==> src/rtl/seg7_value_display.sv <==
// Latches a 32-bit value on a strobe and scans it as hex digits onto a common-anode 7-segment display.
// Optional leading-zero blanking is enabled by defining SEG7_LEADING_ZERO_BLANK_EN.
module seg7_value_display #(
  parameter int unsigned DIGITS   = 8,
  parameter int unsigned SCAN_DIV = 100000
) (
  input  logic              clk,
  input  logic              reset,
  input  logic [31:0]       value_in,
  input  logic              value_valid,
  input  logic              hold,
  input  logic              done_in,
  output logic [DIGITS-1:0] an,
  output logic [6:0]        seg,
  output logic              dp,
  output logic              upd_pulse
);

  localparam int unsigned CW = (SCAN_DIV > 1) ? $clog2(SCAN_DIV) : 1;
  localparam int unsigned IW = (DIGITS > 1) ? $clog2(DIGITS) : 1;
  localparam logic [CW-1:0] CntMax = CW'(SCAN_DIV - 1);
  localparam logic [IW-1:0] IdxMax = IW'(DIGITS - 1);

  logic [31:0]       r_value;
  logic              r_done;
  logic [CW-1:0]     r_scan_cnt;
  logic [IW-1:0]     r_digit_idx;

  logic [31:0]       w_shifted;
  logic [3:0]        w_nibble;
  logic              w_blank;
  logic [DIGITS-1:0] w_an_sel;

  function automatic logic [6:0] hex_to_seg(input logic [3:0] n);
    logic [6:0] s;
    case (n)
      4'h0: s = 7'h40;
      4'h1: s = 7'h79;
      4'h2: s = 7'h24;
      4'h3: s = 7'h30;
      4'h4: s = 7'h19;
      4'h5: s = 7'h12;
      4'h6: s = 7'h02;
      4'h7: s = 7'h78;
      4'h8: s = 7'h00;
      4'h9: s = 7'h10;
      4'hA: s = 7'h08;
      4'hB: s = 7'h03;
      4'hC: s = 7'h46;
      4'hD: s = 7'h21;
      4'hE: s = 7'h06;
      4'hF: s = 7'h0E;
      default: s = 7'h7F;
    endcase
    return s;
  endfunction

  always_comb begin
    w_shifted = r_value >> (4 * r_digit_idx);
    w_nibble  = w_shifted[3:0];
    w_an_sel  = ~(DIGITS'(1) << r_digit_idx);
`ifdef SEG7_LEADING_ZERO_BLANK_EN
    // Digit 0 is never blanked so a zero value still shows a single "0".
    w_blank   = (r_digit_idx != '0) && (w_shifted == 32'd0);
`else
    w_blank   = 1'b0;
`endif
  end

  always_ff @(posedge clk) begin
    if (reset) begin
      r_value     <= '0;
      r_done      <= 1'b0;
      r_scan_cnt  <= '0;
      r_digit_idx <= '0;
      an          <= '1;
      seg         <= 7'h7F;
      dp          <= 1'b1;
      upd_pulse   <= 1'b0;
    end else begin
      if (value_valid && !hold) begin
        r_value   <= value_in;
        upd_pulse <= 1'b1;
      end else begin
        upd_pulse <= 1'b0;
      end
      r_done <= done_in;

      if (r_scan_cnt == CntMax) begin
        r_scan_cnt  <= '0;
        r_digit_idx <= (r_digit_idx == IdxMax) ? '0 : r_digit_idx + 1'b1;
      end else begin
        r_scan_cnt  <= r_scan_cnt + 1'b1;
      end

      // Output stage lags digit_idx/value_reg by one cycle.
      an  <= w_blank ? '1 : w_an_sel;
      seg <= w_blank ? 7'h7F : hex_to_seg(w_nibble);
      dp  <= !((r_digit_idx == '0) && r_done);
    end
  end

endmodule

==> config.mk <==
export PLATFORM = sky130hd
export DESIGN_NAME = seg7_value_display
export DESIGN_NICKNAME = d
export VERILOG_FILES = /design/src/rtl/seg7_value_display.sv
export SDC_FILE = /design/constraint.sdc
export NUM_CORES = 1
export LEC_CHECK = 0
export ABC_CLOCK_PERIOD_IN_PS = 2750
export BUFFER_PORTS_ARGS = -buffer_cell sky130_fd_sc_hd__buf_2
export CORE_ASPECT_RATIO = 1.2
export CORE_MARGIN = 10
export CORE_UTILIZATION = 55
export DETAILED_ROUTE_END_ITERATION = 8
export PLACE_DENSITY = 0.76
export SLEW_MARGIN = 20
export SYNTH_ARGS = -nofsm -noshare
export SYNTH_HDL_FRONTEND = slang
export SYNTH_SLANG_ARGS = --single-unit
export TNS_END_PERCENT = 5
==> constraint.sdc <==
create_clock -name clk -period 2.75 [get_ports clk]
set_clock_uncertainty 0.05 [all_clocks]
set_input_delay 0.1375 -clock clk [delete_from_list [all_inputs] [get_ports clk]]
set_output_delay 0.1375 -clock clk [all_outputs]
set_load 0.01 [all_outputs]
==> impl_metrics.csv <==
group,metric,value,unit
detailed_routing,drt_first_pass_iters,4,
yosys,syn-num-nets,390,
global_routing,grt_pass1_vias,2530,
cts,cts_buffers,9,
placement,port_buffers,53,
cts,clk_latency,0.34,ns
power,p_leak,1.532,nW
yosys,ys_seq_elements,70,
global_routing,grt_pass1_wl,11.15,mm
die,pin_count,54,
global_routing,grt.overflow.total,0,
worst_setup_path,crit_cells,7,
cts,ctsResizeCount,0,
detailed_routing,vias,2540,
global_routing,grt_use_met2,27.32,%
die,initial_core_util,57.54,%
detailed_routing,drt_iter0_drc,127,
yosys,ys_top_cells_by_area,"dfxtp_1 (46%), nand2_1 (10%), a21oi_1 (6.0%), ha_1 (5.3%), mux4_2 (3.7%)",
cells_and_area,final_area,3871,um^2
outcome,status,"finished, final reports clean",
detailed_routing,drc,0,
sta,finalCriticalPeriod,2.557,ns
worst_setup_path,cp_num_buf_inv,1,
yosys,ys.flop_type,"dfxtp_1",
worst_setup_path,cpLargestDelayFamily,"multiplexers",
sta,fin_setup_tns,0,ns
worst_setup_path,start_kind,"register",
worst_setup_path,cp-startpoint,"r_digit_idx[0]",
worst_setup_path,worst_path_largest_cell_delay,0.61,ns
placement,routabilityCongestion,0.9246,
worst_setup_path,crit_path_cell_trace,"mux4_2, mux2i_4, inv_1, ha_1, a21boi_2, a2111oi_2, a31oi_1",
detailed_routing,via_per_inst,5.173,
worst_setup_path,cp.arrival,2.72,ns
worst_setup_path,worstRegToRegCells,7,
sta,setup_violations,0,
power,vdd.ir_drop.worst,471.2,uV
global_routing,use_met1,16.34,%
placement,place_hpwl,4.733,mm
placement,dpl.cell_count,444,
yosys,syn_area,3069,um^2
die,core_area,5334,um^2
cts,cts-root-buf,"clkbuf_8",
worst_setup_path,crit_type,"reg -> reg",
job,drv_cap,0,
yosys,ys_warn_count,0,
sta,maxSlewViolCount,0,
worst_setup_path,slowest_stage,"dfxtp_1",
global_routing,grt_use_total,15.64,%
worst_setup_path,r2r_slack,0.19,ns
cts,htree_levels,3,
global_routing,grt_max_degree,39,
hold_path,hold_path_class,"in -> reg",
global_routing,antenna_found_initial,0,
yosys,yosysSeqAreaShare,45.66,%
sta,rsz0062_at_grt,"false",
cells_and_area,fin_cells,491,
yosys,synth_top_area_share,45.66,%
worst_setup_path,end_kind,"register",
yosys,synthArstFlopShare,0,%
global_routing,use_met3,4.936,%
global_routing,busiest_layer,"met2",
detailed_routing,wl_per_cell,14.07,um
placement,pre_cts_slack,0.2056,ns
cells_and_area,area_delta_synth_final,26.13,%
yosys,synth_cells,340,
yosys,syn_avg_cell_area,9.027,um^2
detailed_routing,postRouteAntennaNets,0,
cells_and_area,drive_gt1_share,22.84,%
sta,max_slew_margin,62.77,%
cells_and_area,nets,474,
sta,period_share,92.97,%
cts,cts_tree,"done",
sta,hold_viol,0,
cts,cts.path.max_buffers,2,
cts,path_clk_slew,0.07,ns
yosys,synth_edf_count,0,
worst_setup_path,required,2.91,ns
die,die_x,88.20,um
cts,cts.sinks,70,
detailed_routing,routed_wl,6.909,mm
placement,placement.cell_area,3362,um^2
sta,worst_pin_slew,0.5585,ns
die,fp.dieH,101.8,um
yosys,synth_most_common_cell,"nand2_1",
worst_setup_path,crit_path_end,"seg[3]",
worst_setup_path,r2r_start,"r_digit_idx[0]",
die,row_count,29,
cells_and_area,antenna_cells,0,
die,dieArea,8981,um^2
worst_setup_path,worstPathMaxFanout,9,
yosys,ys_types,47,
sta,finalWorstSetupSlack,0.1933,ns
worst_setup_path,r2r-end,"seg[3]",
yosys,synth_common_cells,"nand2_1 (84), dfxtp_1 (70), a21oi_1 (37), nor2_1 (29), ha_1 (13)",
power,power.density,537.4,nW/um^2
sta,max_freq,0.3911,GHz
yosys,yosysTopAreaCell,"dfxtp_1",
-- cell usage in the layout (no fill, tap or decap), types with 2 or more instances in the layout --
cell type	instances
buf_2	53
nor2_1	29
dlygate4sd3_1	31
nand2_1	84
inv_1	7
ha_1	13
clkinv_2	3
buf_4	6
mux2_2	3
clkbuf_8	10
xor2_1	9
o221ai_1	2
a21oi_1	37
nor3_1	2
o21ai_1	5
dfxtp_1	70
mux2i_1	5
mux4_2	5
nand3_1	10
mux2i_4	3
xnor2_1	6
a31oi_1	2
o21ai_0	2
nand4_1	2
and2_1	2
-- worst min-delay path by stage --
stage | to | cells past startpoint | slack, ns | start
finish | r_value[23] | 3 | 0.02 | value_in[23]
global route | r_value[23] | 3 | 0.008 | value_in[23]
CTS | r_value[23] | 3 | 0.0009 | value_in[23]
detailed placement | r_done | 2 | 0.31 | done_in
global placement | r_done | 2 | 0.29 | done_in
floorplan | r_done | 1 | 0.22 | done_in
-- worst reg2reg max path: stages (launching register included) --
cell and delay, ns:
dfxtp_1 0.61, mux4_2 0.60, mux2i_4 0.25, inv_1 0.12, ha_1 0.21, a21boi_2 0.17, a2111oi_2 0.36, a31oi_1 0.07
-- power by group --
part / internal (mW) / switching (mW)
Clock: 0.440 / 0.376
Combinational: 0.0982 / 0.0970
Sequential: 1.05 / 0.0189
-- cells by family (layout without fill, tap and decap cells) --
group | after synthesis | after routing | share of synthesized area [%]
AND/OR/NAND/NOR | 144 | 144 | 20.06
multiplexers | 17 | 17 | 9.417
XOR/XNOR | 15 | 15 | 4.281
AO/OA/AOI/OAI | 56 | 56 | 11.13
flip-flops | 70 | 70 | 45.66
buffers and inverters | 25 | 114 | 4.158
adder cells (fa/ha/maj) | 13 | 13 | 5.300
-- metrics by stage --
stage / utilization, % / hold slack, ns / power [mW]
2_1_floorplan: - / 0.2157 / 1.193
3_3_place_gp: 63.03 / 0.2934 / 1.247
3_5_place_dp: 63.03 / 0.3077 / 1.251
4_1_cts: 72.58 / 0.0009082 / 2.098
5_1_grt: 72.58 / 0.008056 / 2.167
6_report: 72.58 / 0.01606 / 2.080
-- per-layer routing --
layer / part of all wire (%) / wire [um]
met5: 0 / 0
met4: 1.3 / 89
met3: 4.6 / 320
met2: 53 / 3671
met1: 41 / 2828
-- state kept, by name, indices dropped and copies added (netlist names) --
register and cells:
r_value 32, r_scan_cnt 17, r_done 1, upd_pulse 1, r_digit_idx 3, an 8
seg 7, dp 1
-- layout make-up --
cell class,count,area [um^2]
clock inverters,6,61.31
fillers,395,1463
well taps,62,77.57
clock buffers,10,137.6
repair buffers,90,620.6
flip-flops and latches,70,1401
inverters,8,30.03
multi-input cells,245,1543
-- what timing repair did --
| item | CTS | global route |
|---|---|---|
| setup buffers | 0 | 0 |
| hold buffers | 31 | 0 |
| endpoints found under the hold margin | 31 | 0 |
Power figures use the tool's default switching activity.
